`config.mk`:
```
export PLATFORM = sky130hd
export DESIGN_NAME = marquee_scroller
export DESIGN_NICKNAME = d
export VERILOG_FILES = /design/src/rtl/marquee_pkg.sv /design/src/rtl/marquee_scan_timer.sv /design/src/rtl/marquee_scroller.sv
export SDC_FILE = /design/constraint.sdc
export NUM_CORES = 1
export LEC_CHECK = 0
export CORE_UTILIZATION = 30
export CTS_CLUSTER_SIZE = 28
export DETAILED_ROUTE_END_ITERATION = 7
export DONT_BUFFER_PORTS = 1
export PLACE_DENSITY_LB_ADDON = 0.1
export SYNTH_ARGS = -nofsm -noshare
export SYNTH_HDL_FRONTEND = slang
export SYNTH_SLANG_ARGS = --single-unit
```
`constraint.sdc`:
```
create_clock -name clk -period 17.9 [get_ports clk]
set_input_delay 5.37 -clock clk [delete_from_list [all_inputs] [get_ports clk]]
set_output_delay 5.37 -clock clk [all_outputs]
set_load 0.005 [all_outputs]
```
`src/rtl/marquee_pkg.sv`:
```
// Shared types and helpers for the scrolling-marquee character feeder.
package marquee_pkg;

  localparam logic [7:0] ASCII_SPACE = 8'h20;

  typedef enum logic [0:0] {
    StBlank,
    StDrive
  } slot_state_e;

  // Width needed to hold a count of 0..depth inclusive.
  function automatic int unsigned len_width(input int unsigned depth);
    return $clog2(depth + 1);
  endfunction

endpackage

```
`src/rtl/marquee_scan_timer.sv`:
```
// Digit-slot timing: slot counter, BLANK/DRIVE FSM, digit index, frame pulse and
// scroll-step divider. digit_o/drive_o give the values for the coming cycle.
module marquee_scan_timer
  import marquee_pkg::*;
#(
  parameter int unsigned DIGITS     = 4,
  parameter int unsigned SCAN_DIV   = 1000,
  parameter int unsigned BLANK      = 50,
  parameter int unsigned SCROLL_DIV = 250,
  localparam int unsigned DigW      = (DIGITS > 1) ? $clog2(DIGITS) : 1
) (
  input  logic            clk_i,
  input  logic            rst_i,
  output logic [DigW-1:0] digit_o,
  output logic            drive_o,
  output logic            frame_o,
  output logic            scroll_step_o
);

  localparam int unsigned SlotW = $clog2(SCAN_DIV);
  localparam int unsigned FrmW  = (SCROLL_DIV > 1) ? $clog2(SCROLL_DIV) : 1;

  logic [SlotW-1:0] slot_q, slot_d;
  logic [DigW-1:0]  digit_q, digit_d;
  logic [FrmW-1:0]  fcnt_q, fcnt_d;
  slot_state_e      state_q, state_d;
  logic             slot_end;

  always_comb begin
    slot_end = (slot_q == SlotW'(SCAN_DIV - 1));
    slot_d   = slot_end ? '0 : slot_q + SlotW'(1);

    digit_d = digit_q;
    if (slot_end) begin
      digit_d = (digit_q == DigW'(DIGITS - 1)) ? '0 : digit_q + DigW'(1);
    end

    frame_o       = slot_end && (digit_q == DigW'(DIGITS - 1));
    scroll_step_o = frame_o && (fcnt_q == FrmW'(SCROLL_DIV - 1));

    fcnt_d = fcnt_q;
    if (frame_o) begin
      fcnt_d = scroll_step_o ? '0 : fcnt_q + FrmW'(1);
    end

    state_d = state_q;
    unique case (state_q)
      StBlank: if (slot_d >= SlotW'(BLANK)) state_d = StDrive;
      StDrive: if (slot_end && (BLANK != 0)) state_d = StBlank;
      default: state_d = StBlank;
    endcase

    digit_o = digit_d;
    drive_o = (state_d == StDrive);
  end

  always_ff @(posedge clk_i) begin
    if (rst_i) begin
      slot_q  <= '0;
      digit_q <= '0;
      fcnt_q  <= '0;
      state_q <= StBlank;
    end else begin
      slot_q  <= slot_d;
      digit_q <= digit_d;
      fcnt_q  <= fcnt_d;
      state_q <= state_d;
    end
  end

endmodule

```
`src/rtl/marquee_scroller.sv`:
```
// Message buffer, scroll offset and registered character/digit-select outputs feeding
// the 16-segment ROM.
module marquee_scroller
  import marquee_pkg::*;
#(
  parameter int unsigned MSG_DEPTH  = 32,
  parameter int unsigned DIGITS     = 4,
  parameter int unsigned SCAN_DIV   = 1000,
  parameter int unsigned BLANK      = 50,
  parameter int unsigned SCROLL_DIV = 250,
  localparam int unsigned LenW      = len_width(MSG_DEPTH)
) (
  input  logic              clk,
  input  logic              rst,
  input  logic              wr_en,
  input  logic [7:0]        wr_data,
  output logic              wr_ready,
  input  logic              clear,
  input  logic              run,
  output logic [7:0]        ascii,
  output logic [DIGITS-1:0] digit_sel,
  output logic [LenW-1:0]   msg_len,
  output logic              frame
);

  localparam int unsigned AddrW = $clog2(MSG_DEPTH);
  localparam int unsigned OffW  = $clog2(MSG_DEPTH + DIGITS + 1);
  localparam int unsigned IdxW  = OffW + 1;
  localparam int unsigned DigW  = (DIGITS > 1) ? $clog2(DIGITS) : 1;

  logic [7:0]        msg_buf_q [MSG_DEPTH];
  logic [7:0]        msg_buf_d [MSG_DEPTH];
  logic [LenW-1:0]   len_q, len_d;
  logic [OffW-1:0]   offset_q, offset_d;
  logic [OffW-1:0]   vlen_q, vlen_d;
  logic [IdxW-1:0]   idx_raw, idx;
  logic [7:0]        ascii_q, ascii_d;
  logic [DIGITS-1:0] sel_q, sel_d;
  logic              wr_accept;

  logic [DigW-1:0]   digit_nxt;
  logic              drive_nxt;
  logic              scroll_step;

  marquee_scan_timer #(
    .DIGITS     (DIGITS),
    .SCAN_DIV   (SCAN_DIV),
    .BLANK      (BLANK),
    .SCROLL_DIV (SCROLL_DIV)
  ) u_scan_timer (
    .clk_i         (clk),
    .rst_i         (rst),
    .digit_o       (digit_nxt),
    .drive_o       (drive_nxt),
    .frame_o       (frame),
    .scroll_step_o (scroll_step)
  );

  always_comb begin
    wr_accept = wr_en && !clear && (len_q < LenW'(MSG_DEPTH));

    msg_buf_d = msg_buf_q;
    if (wr_accept) msg_buf_d[len_q[AddrW-1:0]] = wr_data;

    len_d = len_q;
    if (clear) begin
      len_d = '0;
    end else if (wr_accept) begin
      len_d = len_q + LenW'(1);
    end

    // Wrap point uses the length registered before this cycle.
    vlen_q   = OffW'(len_q) + OffW'(DIGITS);
    offset_d = offset_q;
    if (clear) begin
      offset_d = '0;
    end else if (scroll_step && run && (len_q != '0)) begin
      offset_d = (offset_q == vlen_q - OffW'(1)) ? '0 : offset_q + OffW'(1);
    end

    // Outputs are built from next-state values so the char and select land together
    // and a fresh write is visible on the very next drive cycle.
    vlen_d  = OffW'(len_d) + OffW'(DIGITS);
    idx_raw = IdxW'(offset_d) + IdxW'(digit_nxt);
    idx     = (idx_raw >= IdxW'(vlen_d)) ? idx_raw - IdxW'(vlen_d) : idx_raw;

    ascii_d = ASCII_SPACE;
    sel_d   = '1;
    if (drive_nxt) begin
      sel_d = ~(DIGITS'(1) << digit_nxt);
      if (idx < IdxW'(len_d)) ascii_d = msg_buf_d[idx[AddrW-1:0]];
    end
  end

  always_ff @(posedge clk) begin
    if (rst) begin
      len_q    <= '0;
      offset_q <= '0;
      ascii_q  <= ASCII_SPACE;
      sel_q    <= '1;
    end else begin
      len_q    <= len_d;
      offset_q <= offset_d;
      ascii_q  <= ascii_d;
      sel_q    <= sel_d;
    end
  end

  // Contents beyond msg_len are never read, so the buffer needs no reset.
  always_ff @(posedge clk) begin
    msg_buf_q <= msg_buf_d;
  end

  assign ascii     = ascii_q;
  assign digit_sel = sel_q;
  assign msg_len   = len_q;
  assign wr_ready  = (len_q < LenW'(MSG_DEPTH));

endmodule

```
==> reports/qor.log <==
qor: status.run_status complete, no violations
qor: floorplan.start_util 30.6%
qor: synthesis.syn_inst 1297
qor: timing.rsz_0062_raised_after_global_routing false
qor: grt.antenna_found_initial 0
qor: synthesis.syn_avg_cell_area 10.5 um2
qor: timing.max_clock_freq 86.4 MHz
qor: flow_run.cap_violations 0
qor: synthesis.area_share_of_fa_ha_maj_cells_after_synthesis 2.41%
qor: grt.grt_start_max_net_pins 57
qor: detailed_routing.detail-route-antenna-nets 0
qor: clock_network.cts-root-to-sink-buffers 3
qor: clock_network.holdBufCountCts 0
qor: min_path.min-delay-path-class register to register
qor: pwr.pwr-share-comb 1.9%
qor: synthesis.netlist_top_cells_area dfxtp_1 44%, mux2_2 22%, nor2_1 4.1%, mux2i_1 3.7%, o2111a_1 2.4%
qor: detailed_routing.wirelength 40100 um
qor: synthesis.synth_ff_type dfxtp_1
qor: clock_network.clock_insertion_delay_worst_skew 0.55 ns
qor: synthesis.synth-compound-area-share 9.87%
qor: synthesis.asyncSetResetFlopFracSynth 0%
qor: detailed_routing.wl_per_cell 21.3 um
qor: clock_network.h-tree-depth 2
qor: layout.post_layout_nonfiller_instances 1879
qor: pwr.seq_power_share 47.1%
qor: synthesis.muxShareOfSynthArea 25.3%
qor: detailed_routing.detail_route.vias_per_cell 5.05
qor: grt.groute.usage.overall 17.6%
qor: placed_design.port-buffer-count 0
qor: grt.grt_first_pass_wirelength 61900 um
qor: layout.final_cell_mix 301 x dfxtp_1, 260 x mux2_2, 147 x nor2_1
qor: setup_path.critical_path_required 18.38 ns
qor: floorplan.die-height 215 um
qor: synthesis.synthXorXnorAreaFrac 2.03%
qor: timing.timing_hold_violations_final 0
qor: timing.setup_tns 0 ns
qor: placed_design.hpwl_detailed 26700 um
qor: timing.skew_final 0.0156 ns
qor: clock_network.clock-root-buffer clkbuf_16
qor: grt.via_count_of_the_first_global_routing_pass 9767
qor: synthesis.postSynthNetCount 1335
qor: placed_design.dpl.cell_count 1816
qor: pwr.power.net_switching 309 uW
qor: clock_network.tritoncts built
qor: setup_path.worstPathArrival 12.05 ns
qor: layout.layout.cells.most_common dfxtp_1
qor: pwr.p_clk_share 50.9%
qor: pwr.p_sw_share 21.3%
qor: setup_path.timing.critical_path.cells nand2_1 -> nor3_1 -> nand3_1 -> nor3b_1 -> a21oi_1 -> or2_2 -> fa_1 -> nor2_1 -> nand3_1 -> xnor2_1 -> inv_1 -> ha_1 -> nand2_1 -> o21ai_0 -> a21oi_4 -> mux2_2 -> inv_2 -> ha_1 -> o31ai_1 -> a31oi_4 -> nor4_2 -> o31ai_1 -> nand4_1
qor: clock_network.postCtsSetupRepairBufs 0
qor: grt.global_route.overflow_total 0
qor: synthesis.yosysTopAreaCell dfxtp_1
qor: layout.finalNetCount 1301
qor: layout.antenna_cells_inserted 0
qor: detailed_routing.drt_first_iter_violations 486
qor: floorplan.chipWidth 215 um
qor: floorplan.dieArea 46200 um2
qor: clock_network.cts_sinks 301
qor: setup_path.critical_path_peak_fanout 21
qor: setup_path.worstSetupStartpointType input pin
qor: placed_design.gpl.final_weighted_congestion 0.791
qor: setup_path.cpLargestDelayFamily simple AND/OR/NAND/NOR gates
qor: synthesis.syn_area 13600 um2
qor: timing.post-route-min-period 11.57 ns
qor: synthesis.synth-seq-area-share 44.3%
qor: pwr.power_density 95.1 nW/um2
qor: setup_path.crit_path_max_incr_delay 0.95 ns
qor: detailed_routing.drc 0
qor: timing.worst-slew-pin-transition 1.10 ns
qor: clock_network.clkSlewWorstSetupHoldPaths 0.06 ns
qor: timing.fin_crit_sh 64.7%
qor: layout.areaGrowthSynthToFinish 12.0%
qor: detailed_routing.total_vias_in_the_final_route 9490
qor: clock_network.numCtsBuffers 37
qor: timing.relSlewSlack 26.2%
qor: layout.drive_above_1_share 27.0%
qor: synthesis.synth_cell_types 73
qor: setup_path.crit_path_end_kind register
qor: pwr.cellInternalPower 1140 uW
qor: floorplan.core.rowCount 77
qor: clock_network.cts_repair_resize_count 0
qor: synthesis.post_synth_and_or_nand_nor_area_fraction 12.9%
qor: synthesis.register_bit_total_from_synthesis 301
qor: timing.finalSetupViolations 0
qor: pwr.leakage 0.00618 uW
qor: setup_path.timing.setup.critical_path_class input pin to register
qor: synthesis.synthDominantCellAreaShare 44.3%
qor: pwr.vdd_drop_max 0.0489 mV
qor: setup_path.timing.critical_path.slowest_stage_cell nor4_2
qor: detailed_routing.drtPass1Iterations 4
qor: timing.whs 0.467 ns
qor: floorplan.io_pins 33
qor: setup_path.critPathBufInv 2
qor: synthesis.synth_warnings 0
qor: synthesis.synth_top_family_by_area multiplexers
qor: floorplan.floorplan.core_area 44500 um2
qor: synthesis.number_of_synthesized_flops_with_an_enable_pin 0
qor: timing.final_max_slew_viol_count 0
[layer usage]
| metal | global-route usage [%] | wire length [um] |
|---|---|---|
| met2 | 28.0 | 18200 |
| met1 | 23.9 | 19400 |
| met5 | 0 | 0 |
| met3 | 3.57 | 1440 |
| met4 | 5.67 | 1060 |
[path summary, 6_finish.rpt]
check	to	slack, ns	depth (start not counted)	start
max	ascii[2]	6.33	23	run
min	msg_buf_q[135]	0.47	1	msg_buf_q[135]
max reg2reg	ascii[0]	9.90	24	msg_len[0]
min reg2reg	msg_buf_q[135]	0.47	1	msg_buf_q[135]
[registers in the layout, summed over array words and instances, names as in the netlist]
signal                count
digit_sel                 4
offset_q                  6
u_scan_timer.digit_q      2
msg_buf_q               256
u_scan_timer.slot_q      10
ascii                     8
u_scan_timer.fcnt_q       8
msg_len                   6
u_scan_timer.state_q      1
[power by group through the flow]
stage               registers, uW  logic, uW  clock network, uW
finish                        683       28.1                738
CTS                           683       28.3                762
detailed placement            698       28.2                  0
global placement              698       28.0                  0
floorplan                     697       28.5                  0
global route                  684       31.2                789
[kinds of logic after synthesis]
group | after synthesis
fa+ha+maj | 25
buf+inv | 104
simple gates | 359
mux | 311
compound gates | 167
flops | 301
xor+xnor | 30
[synthesized netlist by cell type, types with 19 or more instances]
cell type	n
nor2_1	147
dfxtp_1	301
o21ai_0	19
ha_1	23
mux2i_1	50
nand2_1	52
or3_1	33
o31ai_1	29
clkbuf_1	54
o2111a_1	29
buf_2	20
inv_1	20
nor3_1	42
mux2_2	260
[through the flow]
step / cell area, um2 / setup WS (ns) / util [%] / total power (uW)
floorplan: 13600 / 7.08 / - / 726
global route: 15200 / 5.72 / 34.2 / 1500
finish: 15200 / 6.33 / 34.2 / 1450
global placement: 14100 / 5.67 / 31.6 / 726
detailed placement: 14100 / 5.66 / 31.6 / 726
CTS: 15200 / 6.23 / 34.2 / 1470
[final cells by class]
| class | instances | area [um2] |
|---|---|---|
| Clock buffer | 56 | 1090 |
| Clock inverter | 7 | 96.3 |
| Fill cell | 4551 | 29300 |
| Inverter | 22 | 82.6 |
| Multi-Input combinational cell | 892 | 7140 |
| Sequential cell | 301 | 6030 |
| Tap cell | 592 | 741 |
| Timing Repair Buffer | 9 | 67.6 |
Note: power is estimated with default switching activity, not from simulation.
